`src/rtl/fb_write_sched.sv`:
```
// fb_write_sched: sole owner of the frame-buffer RAM write port.
// Runs a full-frame clear after reset or on request. Between clears it
// round-robin arbitrates the brush painter and the aux requester. Each
// accepted in-range request becomes one registered RAM write on the
// following cycle. Requests outside the frame are consumed, not written,
// and latch a sticky error flag.
module fb_write_sched #(
  parameter int                ADDR_W         = 20,
  parameter int                DATA_W         = 9,
  parameter int                NUM_PIXELS     = 307200,
  parameter logic [DATA_W-1:0] CLEAR_COLOR    = DATA_W'(9'h1FF),
  parameter bit                CLEAR_ON_RESET = 1'b1
) (
  input  logic              clk,
  input  logic              reset,
  input  logic              clear_req,
  output logic              clear_busy,
  output logic              clear_done,
  input  logic              paint_valid,
  output logic              paint_ready,
  input  logic [ADDR_W-1:0] paint_addr,
  input  logic [DATA_W-1:0] paint_data,
  input  logic              aux_valid,
  output logic              aux_ready,
  input  logic [ADDR_W-1:0] aux_addr,
  input  logic [DATA_W-1:0] aux_data,
  output logic              mem_we,
  output logic [ADDR_W-1:0] mem_addr,
  output logic [DATA_W-1:0] mem_data,
  output logic              oob_err
);

  typedef enum logic [0:0] {
    S_CLEAR = 1'b0,
    S_SERVE = 1'b1
  } state_t;

  // One extra bit so the frame size itself is representable when
  // NUM_PIXELS equals 2**ADDR_W.
  localparam logic [ADDR_W:0]   LP_NUM  = (ADDR_W+1)'(NUM_PIXELS);
  localparam logic [ADDR_W-1:0] LP_LAST = ADDR_W'(NUM_PIXELS - 1);
  localparam state_t            LP_RST_STATE = CLEAR_ON_RESET ? S_CLEAR : S_SERVE;

  state_t              r_state;
  logic [ADDR_W-1:0]   r_cnt;
  logic                r_last;      // final clear write is on the bus
  logic                r_prio_aux;  // 1: aux wins the next contested cycle
  logic                r_mem_we_p1;
  logic [ADDR_W-1:0]   r_mem_addr_p1;
  logic [DATA_W-1:0]   r_mem_data_p1;
  logic                r_busy;
  logic                r_done;
  logic                r_oob;

  logic                w_serve;
  logic                w_grant_p;
  logic                w_grant_a;
  logic                w_grant;
  logic [ADDR_W-1:0]   w_sel_addr;
  logic [DATA_W-1:0]   w_sel_data;
  logic                w_in_range;

  // Unsigned test against the frame size.
  function automatic logic in_frame(input logic [ADDR_W-1:0] addr);
    return ({1'b0, addr} < LP_NUM);
  endfunction

  // Stage p0: combinational arbitration; a clear request blocks all grants.
  assign w_serve    = (r_state == S_SERVE) && !clear_req;
  assign w_grant_p  = w_serve && paint_valid && (!aux_valid || !r_prio_aux);
  assign w_grant_a  = w_serve && aux_valid && (!paint_valid || r_prio_aux);
  assign w_grant    = w_grant_p || w_grant_a;
  assign w_sel_addr = w_grant_a ? aux_addr : paint_addr;
  assign w_sel_data = w_grant_a ? aux_data : paint_data;
  assign w_in_range = in_frame(w_sel_addr);

  assign paint_ready = w_grant_p;
  assign aux_ready   = w_grant_a;

  // Control FSM: clear sequencing, grant capture into the write register, sticky error.
  always_ff @(posedge clk or posedge reset) begin
    if (reset) begin
      r_state       <= LP_RST_STATE;
      r_cnt         <= '0;
      r_last        <= 1'b0;
      r_prio_aux    <= 1'b0;
      r_mem_we_p1   <= 1'b0;
      r_mem_addr_p1 <= '0;
      r_mem_data_p1 <= '0;
      r_busy        <= 1'b0;
      r_done        <= 1'b0;
      r_oob         <= 1'b0;
    end else begin
      r_done <= 1'b0;
      case (r_state)
        S_CLEAR: begin
          if (r_last) begin
            // Last clear write already issued: hand the port back.
            r_state     <= S_SERVE;
            r_last      <= 1'b0;
            r_mem_we_p1 <= 1'b0;
            r_busy      <= 1'b0;
            r_done      <= 1'b1;
            r_cnt       <= '0;
          end else begin
            r_mem_we_p1   <= 1'b1;
            r_mem_addr_p1 <= r_cnt;
            r_mem_data_p1 <= CLEAR_COLOR;
            r_busy        <= 1'b1;
            if (r_cnt == LP_LAST) begin
              r_last <= 1'b1;
              r_cnt  <= '0;
            end else begin
              r_cnt <= r_cnt + 1'b1;
            end
          end
        end
        S_SERVE: begin
          if (clear_req) begin
            r_state     <= S_CLEAR;
            r_mem_we_p1 <= 1'b0;
            r_busy      <= 1'b1;
            r_cnt       <= '0;
            r_last      <= 1'b0;
          end else begin
            // Stage p1: registered write of the granted request.
            r_mem_we_p1 <= w_grant && w_in_range;
            if (w_grant && w_in_range) begin
              r_mem_addr_p1 <= w_sel_addr;
              r_mem_data_p1 <= w_sel_data;
            end
            if (w_grant) begin
              r_prio_aux <= w_grant_p;
              if (!w_in_range) begin
                r_oob <= 1'b1;
              end
            end
          end
        end
        default: begin
          r_state <= S_SERVE;
        end
      endcase
    end
  end

  assign mem_we     = r_mem_we_p1;
  assign mem_addr   = r_mem_addr_p1;
  assign mem_data   = r_mem_data_p1;
  assign clear_busy = r_busy;
  assign clear_done = r_done;
  assign oob_err    = r_oob;

endmodule

```
`config.mk`:
```
export PLATFORM = sky130hd
export DESIGN_NAME = fb_write_sched
export DESIGN_NICKNAME = d
export VERILOG_FILES = /design/src/rtl/fb_write_sched.sv
export SDC_FILE = /design/constraint.sdc
export NUM_CORES = 1
export LEC_CHECK = 0
export ABC_CLOCK_PERIOD_IN_PS = 2009
export BUFFER_PORTS_ARGS = -buffer_cell sky130_fd_sc_hd__buf_2
export CORE_MARGIN = 10
export CORE_UTILIZATION = 30
export CTS_BUF_LIST = sky130_fd_sc_hd__clkbuf_8
export DETAILED_ROUTE_END_ITERATION = 6
export GPL_TIMING_DRIVEN = 0
export PLACE_DENSITY = 0.66
export SLEW_MARGIN = 0
export SYNTH_ARGS = -nofsm -noshare
export SYNTH_HDL_FRONTEND = slang
export SYNTH_SLANG_ARGS = --single-unit
```
`constraint.sdc`:
```
create_clock -name clk -period 2.01 [get_ports clk]
set_clock_uncertainty 0.2 [all_clocks]
set_input_delay 0.201 -clock clk [delete_from_list [all_inputs] [get_ports clk]]
set_output_delay 0.201 -clock clk [all_outputs]
set_load 0.05 [all_outputs]
```
==> Yosys cells after proc, flatten, opt, wreduce, memory -nomap -nowiden <==
Cells that the tools add are included.
{ "word_totals": {"output_inout_bits": 35, "elab_cells": 63, "ff_bits": 56, "in_bits": 63} }
{ "op_classes": {"mux": 27, "order_cmp": 1, "reduce_logical": 16, "bitwise_logic": 3, "n_eq_ne": 5, "add_sub_neg": 1} }
{ "op_table": {"columns": ["operator", "count"], "rows": [
  ["two-way mux 20 bit", 7],
  ["one-hot mux 20 bit (2 select lines)", 2],
  ["two-way mux 9 bit", 4],
  ["adder 20 x 1 -> 20 bit (second input constant)", 1],
  ["== test 20 x 19 -> 1 bit (second input constant)", 1],
  ["< comparator 20 x 19 -> 1 bit (second input constant)", 1],
  ["one-hot mux 9 bit (2 select lines)", 1],
  ["two-way mux 1 bit", 9],
  ["one-hot mux 1 bit (2 select lines)", 4],
  ["logical AND 1 bit", 6],
  ["!= test 2 bit (second input constant)", 3],
  ["AND reduction 3 bit", 2],
  ["logical NOT 1 bit", 4],
  ["AND reduction 4 bit", 1],
  ["logical OR 1 bit", 3],
  ["inverter 1 bit", 3],
  ["!= test 2 x 1 -> 1 bit (second input constant)", 1]
]} }

==> Depth between registers and ports, before layout <==
Gate-level depths: netlist of run 1.
{ "depth": {"depth_word": 10, "ltp_mapped": 9} }

==> Worst setup path before layout of run 1 <==
OpenSTA, ideal clock, no wires.
{ "synth_path": {"path_kind": "flip-flop to flip-flop", "start": "reg r_state", "end": "reg r_mem_addr_p1[0] (netlist: mem_addr[0])", "t_arrival_ps": 1729, "path_stages_with_launch": 8, "path_slack_ps": -47, "n_path_buf": 2, "cell_sequence": "dfrtp_1 buf_2 and2b_1 nand3_1 a2bb2oi_2 o31ai_4 buf_6 mux2_1"} }
{ "synth_via": {"elab_chain_len": 8} }
{ "synth_lines": {"columns": ["element", "line_no", "text"], "rows": [
  ["from (decl)", "44", "state_t r_state;"],
  ["from (signal assigned)", "83", "r_state <= LP_RST_STATE;"],
  ["from (signal assigned)", "99", "r_state <= S_SERVE;"],
  ["from (signal assigned)", "120", "r_state <= S_CLEAR;"],
  ["logical AND 1 bit", "69", "assign w_serve = (r_state == S_SERVE) && !clear_req;"],
  ["logical AND 1 bit (2 in series)", "71", "assign w_grant_a = w_serve && aux_valid && (!paint_valid || r_prio_aux);"],
  ["two-way mux 20 bit", "73", "assign w_sel_addr = w_grant_a ? aux_addr : paint_addr;"],
  ["< comparator 20 x 19 -> 1 bit", "65", "return ({1'b0, addr} < LP_NUM);"],
  ["logical AND 1 bit", "128", "if (w_grant && w_in_range) begin"],
  ["!= test 2 x 1 -> 1 bit (no line)", null, null],
  ["AND reduction 3 bit (no line)", null, null],
  ["to (signal assigned)", "107", "r_mem_addr_p1 <= r_cnt;"],
  ["to (signal assigned)", "129", "r_mem_addr_p1 <= w_sel_addr;"],
  ["to (decl)", "49", "logic [ADDR_W-1:0] r_mem_addr_p1;"]
]} }
Several ways; a longest one is shown, not always the timed one. The select of a mux whose other input is x is not followed.
A chain may end at the register's enable or synchronous reset.

==> Worst setup path after layout of run 1 <==
{ "layout_path": {"start": "reg r_state", "end": "reg r_mem_addr_p1[17] (netlist: mem_addr[17])"} }
Same word-level chain as after synthesis.

==> summary.md, run 1 <==
| Metric | Value |
|---|---|
| RSZ-0062 raised after global routing | `yes` |
| Crit path required time | `2.02 ns` |
| Critical path endpoint category | `register` |
| Met1 usage | `0.1719` |
| First-pass GRT wire length | `16510 microns` |
| Initial core utilization | `0.3050` |
| Commonest non-fill, non-tap cell in the layout | `buf_2` |
| Most frequent cells in the layout | `buf_2, nand2_1, dfrtp_1, nor2_1, mux2_4` |
| Warnings from Yosys | `0` |
| Worst-path clk slew | `about 0.10 ns` |
| Core area | `0.01023 sq mm` |
| Pin count of the biggest net entering global routing | `37` |
| IO Port Bufs | `97` |
| Slew Viols, Final | `0` |
| EDFF count, synth | `0` |
| Met3 Use GR | `0.04440` |
| Post-DP Area | `roughly 0.0038 sq mm` |
| #FFs+latches synth | `56` |
| IO Pins | `98` |
| Sw Share | `0.3372` |
| Inserted Clock Buffers | `5` |
| Final core utilization | `0.4372` |
| Worst Path Arrival | `about 2.2 ns` |
| Crit-path max FO | `10` |
| Layout cells sized above 1 | `0.4142` |
| Failing checks | `setup timing` |
| First drt pass iteration count | `4` |
| Worst-margin pin slew | `0.8277 ns` |
| Die X | `122.0 microns` |
| Worst r2r src | `r_state` |
| Reg2reg path depth | `8` |
| Post-synth top flop | `dfrtp_1` |
| Nets@finish | `542` |
| Fmax | `~470 MHz` |
| Residual DRC | `0` |
| Clk pwr share | `0.269` |
| Critical R2R Capture | `mem_addr[17]` |
| Gr busiest metal | `met2` |
| Worst min-delay path class | `in2reg` |
| Die Ht | `122.0 microns` |
| CTS H-tree lvls | `2` |
| Skew-Pair Late Insertion Delay | `0.32 ns` |
| Syn_nets | `408` |
| # clock sinks | `56` |
| Async set or reset register ratio after synthesis | `1.000` |
| Initial antenna violation count | `0` |
| Final setup fails | `30` |
| Clock Tree Buf Depth | `2` |
| Syn Inst Count | `roughly 340` |
| Register area | `0.001403 sq mm` |
| Area growth, synth to finish | `43.34%` |
| Outcome | `finished, violations left` |
| ANT cells | `0` |
| Die area | `0.01488 sq mm` |
| Kind of critical path | `reg2reg` |
| Crit share post-route | `1.067` |
| CTS root buf | `clkbuf_8` |
| Wire length per cell | `17.26 microns` |
| Grt ovf | `0` |
| Final instance area | `0.004473 sq mm` |
| Leakage | `2.162 nW` |
| Area of the multi-input gates | `0.001798 sq mm` |
| Post-DP HPWL | `approximately 7300 microns` |
| Fin. Hold Viols | `0` |
| Crit start category | `register` |
| Switching power | `approximately 1.1 mW` |
| Total number of vias | `between 3000 and 4000` |
| Power Density | `738.2 mW/mm^2` |
| Wirelength, routed | `10600 microns` |
| Maxcap violations | `0` |
| Post-synthesis sequential area ratio | `0.4491` |
| Comb power frac | `0.305` |
| CTS tree | `yes` |
| All-layer global routing usage | `0.1370` |
| Mean Syn Cell Area | `between 9 and 10 sq um` |
| Mapped Area | `0.003120 sq mm` |
| Distinct cells, synth | `49` |
| Gpl congestion | `0.8544` |
| Peak VDD IR | `approximately 480 uV` |
| Vias/cell | `between 5 and 6` |
| Cell row count | `37` |
| Final min period | `between 2 and 2.5 ns` |
| Seq pwr share | `0.426` |
| Layout fillers | `1025` |
| R2R Setup Slk | `-0.13 ns` |
| Post-DRT Antenna Nets | `0` |
| Internal Power | `2.189 mW` |
| Max-slew headroom | `0.4474` |
| End of the critical path | `mem_addr[17]` |
| Setup WS post-layout | `-0.1349 ns` |
| Vias in the first global route | `3247` |
| Critical Path Start | `r_state` |
| Initial DRC count | `162` |
| Global-route track usage on met2 | `0.2238` |
| TNS Setup | `-3.387 ns` |
worst min path at each step:
stage / startpoint / to / slack (ns) / cells past startpoint
after global placement: oob_err / oob_err / 0.26 / 1
after floorplan: paint_valid / r_prio_aux / 0.14 / 2
after global routing: paint_data[3] / mem_data[3] / 0.04 / 4
after detailed placement: reset / mem_we / 0.21 / 2
after CTS: aux_data[6] / mem_data[6] / 0.03 / 4
final: aux_data[2] / mem_data[2] / 0.03 / 4
worst max-delay path: stages (launching register included):
cell and delay, ns:
dfrtp_1 0.38, nand3b_1 0.11, or2_1 0.23, buf_6 0.14
and3_4 0.18, o31ai_4 0.17, buf_6 0.17, buf_12 0.15
mux2_4 0.30
final cells by class:
type,instances,share of cell area
buffer,20,0.03497
clock buffer,5,0.01538
clock inverter,2,0.01343
inverter,7,0.006434
multi-input combinational,260,0.4020
sequential,56,0.3136
tap,136,0.03804
timing repair buffer,128,0.1762
cell usage after synthesis, drive strengths merged (2+ instances only):
cell type	instances	area, sq um
and4	2	17.52
nand4	7	43.79
or2	2	12.51
dfrtp	56	1401
nor3	2	32.53
nor2	39	148.9
nand3	17	85.08
nand2b	11	68.82
xor2	8	70.07
nand2	72	270.3
buf	9	57.55
inv	7	26.27
a22o	2	17.52
o21ai	12	60.06
mux2i	2	20.02
mux2	29	326.6
clkbuf	12	46.29
a21oi	4	20.02
a31oi	23	143.9
and3	6	42.54
power by group through the flow:
stage	clock (mW)	sequential [mW]	combinational [mW]
6_report	0.888	1.41	1.01
5_1_grt	0.944	1.42	1.10
4_1_cts	0.898	1.38	0.890
3_5_place_dp	0	1.40	0.789
3_3_place_gp	0	1.39	0.770
2_1_floorplan	0	1.64	0.306
cells by family after synthesis:
group,Yosys count,synth area share
compound gates,52,0.1135
xor+xnor,8,0.02245
fa+ha+maj,1,0.004009
buf+inv,28,0.04170
flops,56,0.4491
mux,31,0.1111
simple gates,168,0.2582
per-layer routing:
| metal | routed length, microns | vias to the layer above |
|---|---|---|
| li1 | - | 1465 |
| met1 | 4581 | 1520 |
| met2 | 5080 | 112 |
| met5 | 0 | - |
| met4 | 119 | 0 |
| met3 | 818 | 12 |
timing repair:
action | 4_1_cts | 5_1_grt
pin swaps | 5 | 13
gates resized for setup | 51 | 23
setup endpoints to repair | 49 | 47
endpoints found under the hold margin | 36 | 0
cloned | 1 | 0
buffers inserted | 14 | 13
hold buffers | 2 | 0
through the flow:
step	instances	setup WS [ns]	power [mW]	hold WS [ns]
floorplan	344	0.01631	1.942	0.1370
global placement	577	-0.6243	2.160	0.2562
detailed placement	578	-0.3780	2.190	0.2108
CTS	602	-0.1397	3.165	0.02681
global route	614	-0.2082	3.469	0.03573
finish	614	-0.1349	3.302	0.02824
(Power assumes the default switching activity.)
==> run 2, diff against run 1 <==
- ABC_AREA: default -> 1
- PLACE_DENSITY: 0.66 -> default
==> summary.md, run 2 <==
| Metric | Value |
|---|---|
| Yosys top cell area share | `0.4466 (-0.002507)` |
| Commonest non-fill, non-tap cell in the layout | `nand2_1` |
| Fmax | `485.9 MHz (+4.2%)` |
| Crit-path max FO | `8 (-2)` |
| Largest stage delay, worst path | `0.46 ns (+0.08 ns)` |
| Layout cells sized above 1 | `0.3596 (-0.05458)` |
| Area growth, synth to finish | `46.05%` |
| Slowest library cell on the worst path | `dfrtp_2` |
| Initial antenna violation count | `0 (unchanged)` |
| TNS Setup | `-0.6980 ns (+2.689 ns)` |
| Fin. Hold Viols | `0 (unchanged)` |
| CTS H-tree lvls | `2 (unchanged)` |
| Synth area leaders | `dfrtp_1, nand2_1, nand3_1` |
| Total number of vias | `3353 (+7.8%)` |
| First-pass GRT wire length | `16370 microns (-0.88%)` |
| Crit start category | `register` |
| Wire length per cell | `14.86 microns (-14%)` |
| Clk pwr share | `0.195 (-0.074)` |
| Grt ovf | `0 (unchanged)` |
| Switching power | `1.174 mW (+5.4%)` |
| Comb power frac | `0.338 (+0.033)` |
| Async set or reset register ratio after synthesis | `1.000 (unchanged)` |
| Post-DP HPWL | `7586 microns (+3.8%)` |
| Crit path required time | `2.01 ns (about the same)` |
| Die Ht | `122.3 microns (+0.23%)` |
| First drt pass iteration count | `5 (+1)` |
| Maxcap violations | `0 (unchanged)` |
| Die area | `0.01495 sq mm (+0.47%)` |
| Kind of cell adding the most delay to the critical path | `buffers and inverters` |
| Initial core utilization | `0.3053 (+0.0003305)` |
| Nets@finish | `634 (+17%)` |
| Worst-path clk slew | `0.10 ns (about the same)` |
| Max-slew headroom | `0.6086 (+0.1612)` |
| Most frequent cells in the layout | `nand2_1, buf_2, dfrtp_1, nand3_1, inv_1` |
| Power Density | `670.4 mW/mm^2 (-9.2%)` |
| Commonest cells in the netlist | `nand2_1, nand3_1, dfrtp_1` |
| Skew-Pair Late Insertion Delay | `0.31 ns (about the same)` |
| Worst r2r src | `r_state` |
| Vias/cell | `4.749 (-6.2%)` |
| Die X | `122.3 microns (+0.23%)` |
| CP cell instances | `inv_6 -> nor2_8 -> nand3_4 -> buf_12 -> nand2_2 -> nand2_2 -> a21boi_4 -> nand3_4 -> buf_6 -> clkbuf_16 -> nand3_1 -> nand2_1` |
| Vias in the first global route | `3362 (+3.5%)` |
| Pin count of the biggest net entering global routing | `41 (+11%)` |
| Peak VDD IR | `320.7 uV (-33%)` |
| IO Pins | `98 (unchanged)` |
| #FFs+latches synth | `56 (unchanged)` |
| Post-synthesis sequential area ratio | `0.4466 (-0.002507)` |
| Gpl congestion | `0.8266 (-3.3%)` |
| Worst min-delay path class | `in2reg` |
| Mapped Area | `0.003138 sq mm (+0.56%)` |
| Sw Share | `0.3820 (+0.04487)` |
| Distinct cells, synth | `29 (-41%)` |
| Post-placement worst setup slack | `-0.3420 ns (+0.03607 ns)` |
| Most common cell in the synthesized netlist | `nand2_1` |
| Residual DRC | `0 (unchanged)` |
| CP bufs+invs | `4 (+1)` |
| Crit share post-route | `1.024 (-0.04320)` |
| Area of the multi-input gates | `0.001697 sq mm (-5.6%)` |
| Slew Viols, Final | `0 (unchanged)` |
| EDFF count, synth | `0 (unchanged)` |
| Initial DRC count | `251 (+55%)` |
| Clock Tree Buf Depth | `2 (unchanged)` |
| ANT cells | `0 (unchanged)` |
| Worst-margin pin slew | `0.5871 ns (-0.2406 ns)` |
| CTS tree | `yes` |
| Register area | `0.001403 sq mm (unchanged)` |
| Critical Path Start | `r_state` |
| Synth area leader | `dfrtp_1` |
| Outcome | `finished, violations left` |
| Core area | `0.01028 sq mm (+0.45%)` |
| Critical path endpoint category | `register` |
| Mean Syn Cell Area | `7.366 sq um (-19%)` |
| Kind of critical path | `reg2reg` |
| RSZ-0062 raised after global routing | `yes` |
| Failing checks | `setup timing` |
| CTS root buf | `clkbuf_8` |
| Wirelength, routed | `10490 microns (-1.0%)` |
| Syn Inst Count | `426 (+24%)` |
| # clock sinks | `56 (unchanged)` |
| Syn_nets | `490 (+20%)` |
| Seq pwr share | `0.467 (+0.041)` |
| Setup WS post-layout | `-0.04811 ns (+0.08684 ns)` |
| Worst Path Arrival | `2.06 ns (-0.10 ns)` |
| IO Port Bufs | `97 (unchanged)` |
| Warnings from Yosys | `0 (unchanged)` |
| Inserted Clock Buffers | `5 (unchanged)` |
| Final min period | `2.058 ns (-0.08684 ns)` |
| Final setup fails | `30 (unchanged)` |
| Internal Power | `1.899 mW (-13%)` |
| All-layer global routing usage | `0.1331 (-0.003919)` |
| Beginning of the worst hold path | `aux_data[7]` |
| Leakage | `2.259 nW (+4.5%)` |
| Post-DRT Antenna Nets | `0 (unchanged)` |
| Layout fillers | `1024 (-0.098%)` |
| Post-synth top flop | `dfrtp_1` |
| Cell row count | `37 (unchanged)` |
[run 2: cell families after synthesis]
group	Yosys count	share of synthesized area
AOI/OAI and AO/OA	47	0.08214
xor gates and xnor gates	14	0.03908
adders and majority gates	1	0.003987
buffers and inverters	60	0.08732
DFF	56	0.4466
and+or+nand+nor	248	0.3409
[run 2: layout make-up]
cell class                      instances  share of cell area
Sequential cell                        56              0.3060
Clock buffer                            5             0.01502
Inverter                               37             0.03303
Tap cell                              136             0.03713
Clock inverter                          2            0.002730
Buffer                                 22             0.03986
Timing Repair Buffer                  138              0.1960
Multi-Input combinational cell        310              0.3702
[run 2: worst register-to-register path: cells and delay by family (launching register included)]
kind / cells / cell delay [ns]
buffers and inverters: 4 / 0.55
AND/OR/NAND/NOR: 7 / 0.53
flip-flops: 1 / 0.46
AO/OA/AOI/OAI: 1 / 0.22
[run 2: power groups by stage]
| stage | Sequential (mW) | Clock (mW) | Combinational [mW] |
|---|---|---|---|
| 3_5_place_dp | 1.43 | 0 | 0.869 |
| 4_1_cts | 1.41 | 0.615 | 0.960 |
| 2_1_floorplan | 1.70 | 0 | 0.335 |
| 3_3_place_gp | 1.43 | 0 | 0.849 |
| 5_1_grt | 1.46 | 0.673 | 1.12 |
| 6_report | 1.43 | 0.600 | 1.04 |
[run 2: final timing paths]
| check | to | slack, ns | depth (start not counted) |
|---|---|---|---|
| worst min-delay path | mem_data[7] | 0.008 | 5 |
| worst max register to register | mem_addr[5] | -0.05 | 12 |
| max in group asynchronous | r_state | 0.85 | 4 |
| worst min register to register | oob_err | 0.29 | 1 |
| worst max-delay path | mem_addr[5] | -0.05 | 12 |
| min in group asynchronous | mem_data[3] | 0.21 | 3 |
[run 2: stage by stage]
| stage | instance area, sq um | hold slack (ns) | util | instances | power (mW) |
|---|---|---|---|---|---|
| 5_1_grt | 4583 | 0.02383 | 0.4459 | 706 | 3.255 |
| 4_1_cts | 4407 | 0.001238 | 0.4288 | 702 | 2.986 |
| 6_report | 4583 | 0.008047 | 0.4459 | 706 | 3.072 |
| 3_3_place_gp | 3804 | 0.2620 | 0.3701 | 659 | 2.277 |
| 2_1_floorplan | 3148 | 0.1976 | - | 426 | 2.032 |
| 3_5_place_dp | 3824 | 0.007040 | 0.3720 | 660 | 2.301 |
[run 2: metal layers]
layer / vias to the layer above / share of wire / GRT usage
met5: - / 0 / 0
met4: 0 / 0.021 / 0.03535
met3: 21 / 0.068 / 0.03489
met2: 113 / 0.50 / 0.2305
met1: 1551 / 0.41 / 0.1602
li1: 1668 / - / -
[run 2: what timing repair did]
item | 4_1_cts | 5_1_grt
cloned | 2 | 1
endpoints found under the hold margin | 24 | 0
pin swaps | 12 | 20
hold buffers | 12 | 0
setup endpoints to repair | 50 | 50
resized for setup | 52 | 41
setup buffers | 21 | 4
==> run 3, diff against run 2 <==
- PLACE_DENSITY: default -> 0.56
==> summary.md, run 3 (synthesis results as in run 2) <==
| Metric | Value |
|---|---|
| Outcome | `finished, violations left` |
| Fmax | `483.4 MHz (-0.51%)` |
| Initial core utilization | `0.3053 (unchanged)` |
| Clock Tree Buf Depth | `2 (unchanged)` |
| Slew Viols, Final | `0 (unchanged)` |
| Global-route track usage on met2 | `0.2392 (+0.008748)` |
| Post-DP Area | `0.003824 sq mm (unchanged)` |
| Post-DRT Antenna Nets | `0 (unchanged)` |
| Worst Path Arrival | `2.07 ns (about the same)` |
| Wirelength, routed | `10730 microns (+2.3%)` |
| Initial DRC count | `201 (-20%)` |
| IO Port Bufs | `97 (unchanged)` |
| Crit-path max FO | `5 (-3)` |
| Die area | `0.01495 sq mm (unchanged)` |
| Inserted Clock Buffers | `5 (unchanged)` |
| Post-DP HPWL | `7726 microns (+1.8%)` |
| Worst-margin pin slew | `0.6725 ns (+0.08539 ns)` |
| Final min period | `2.069 ns (+0.01061 ns)` |
| Total number of vias | `3324 (-0.86%)` |
| Pin count of the biggest net entering global routing | `31 (-24%)` |
| # clock sinks | `56 (unchanged)` |
| Power Density | `689.2 mW/mm^2 (+2.8%)` |
| Crit share post-route | `1.029 (+0.005280)` |
| Layout cells sized above 1 | `0.3568 (-0.002883)` |
| IO Pins | `98 (unchanged)` |
| RSZ-0062 raised after global routing | `yes` |
| Crit start category | `register` |
| Kind of critical path | `reg2reg` |
| Leakage | `2.253 nW (-0.25%)` |
| Register area | `0.001403 sq mm (unchanged)` |
| Worst-path clk slew | `0.10 ns (about the same)` |
| Met3 Use GR | `0.02847 (-0.006428)` |
| Crit path required time | `2.01 ns (about the same)` |
| CTS H-tree lvls | `2 (unchanged)` |
| Layout fillers | `1073 (+4.8%)` |
| Nets@finish | `634 (unchanged)` |
| Maxcap violations | `0 (unchanged)` |
| Grt ovf | `0 (unchanged)` |
| ANT cells | `0 (unchanged)` |
| Skew-Pair Late Insertion Delay | `0.31 ns (about the same)` |
| Core area | `0.01028 sq mm (unchanged)` |
| Max-slew headroom | `0.5517 (-0.05692)` |
| Most frequent cells in the layout | `nand2_1, buf_2, dfrtp_1, nand3_1, inv_1` |
| Die Ht | `122.3 microns (unchanged)` |
| Die X | `122.3 microns (unchanged)` |
| Cell row count | `37 (unchanged)` |
| First drt pass iteration count | `4 (-1)` |
| Area of the multi-input gates | `0.001657 sq mm (-2.4%)` |
| Wire length per cell | `15.22 microns (+2.5%)` |
| All-layer global routing usage | `0.1347 (+0.001567)` |
| Initial antenna violation count | `0 (unchanged)` |
| Fin. Hold Viols | `0 (unchanged)` |
| Vias in the first global route | `3351 (-0.33%)` |
| Critical path endpoint category | `register` |
| CTS tree | `yes` |
| Commonest non-fill, non-tap cell in the layout | `nand2_1` |
| Power, Total | `3.135 mW (+2.0%)` |
| Gr busiest metal | `met2` |
| CTS root buf | `clkbuf_8` |
| First-pass GRT wire length | `16550 microns (+1.1%)` |
| Final instance area | `0.004548 sq mm (-0.76%)` |
| Worst min-delay path class | `in2reg` |
| Vias/cell | `4.715 (-0.72%)` |
| Area growth, synth to finish | `44.94%` |
| Failing checks | `setup timing` |
| Setup WS post-layout | `-0.05872 ns (-0.01061 ns)` |
| Peak VDD IR | `366.7 uV (+14%)` |
| Gpl congestion | `0.8307 (+0.50%)` |
| Residual DRC | `0 (unchanged)` |
| Met1 usage | `0.1686 (+0.008358)` |
| Final setup fails | `28 (-6.7%)` |
==> run 3: through the flow <==
step	setup slack [ns]	hold slack, ns	util	TNS [ns]	instances
3_3_place_gp	-0.5270	0.2556	0.3701	-38.90	659
5_1_grt	-0.1602	0.02162	0.4425	-5.433	705
4_1_cts	-0.05024	0.0002311	0.4304	-0.6979	702
2_1_floorplan	0.01447	0.1976	-	0	426
6_report	-0.05872	0.002802	0.4425	-0.5902	705
3_5_place_dp	-0.3916	0.1039	0.3720	-10.38	660
==> run 3: final cells by class <==
type	count	area share
Timing Repair Buffer	138	0.1956
Multi-Input combinational cell	310	0.3642
Buffer	22	0.03989
Clock buffer	5	0.01513
Tap cell	136	0.03741
Sequential cell	56	0.3084
Inverter	37	0.03274
Clock inverter	1	0.006602
==> run 3: worst paths after layout <==
kind	from	to	slack, ns	cells past startpoint
worst min register to register	oob_err	oob_err	0.28	1
min in group asynchronous	reset	mem_data[1]	0.29	3
max in group asynchronous	reset	r_state	0.74	4
worst max register to register	r_state	mem_addr[7]	-0.06	12
worst min-delay path	paint_data[8]	mem_data[8]	0.003	5
worst max-delay path	r_state	mem_addr[7]	-0.06	12
==> run 3: routing by layer <==
metal / part of all wire / routed length [microns] / vias up
met5: 0 / 0 / -
met4: 0.0043 / 46 / 0
met3: 0.053 / 574 / 5
met2: 0.50 / 5367 / 74
met1: 0.44 / 4744 / 1587
li1: - / - / 1658
==> run 3: timing repair <==
item / in CTS / in global routing
cloned: 2 / 1
endpoints found under the hold margin: 33 / 0
endpoints found under the setup margin: 50 / 50
pin swaps: 14 / 20
hold buffers: 10 / 0
resized for setup: 53 / 32
setup buffers: 24 / 3
==> run 3: worst max-delay path, cell delays in order, from the launching register on <==
cell and delay, ns:
dfrtp_2 0.46, inv_6 0.08, nor2_8 0.04, buf_4 0.14
nand3_1 0.09, nand2_2 0.08, buf_4 0.14, a21boi_4 0.18
nand3_4 0.12, buf_8 0.16, clkbuf_16 0.15, nand3_1 0.06
nand2_1 0.06
==> run 3: power by group <==
group | total [mW] | switching, mW | internal [mW]
Sequential | 1.42 | 0.133 | 1.29
Clock | 0.719 | 0.360 | 0.359
Combinational | 0.994 | 0.646 | 0.348
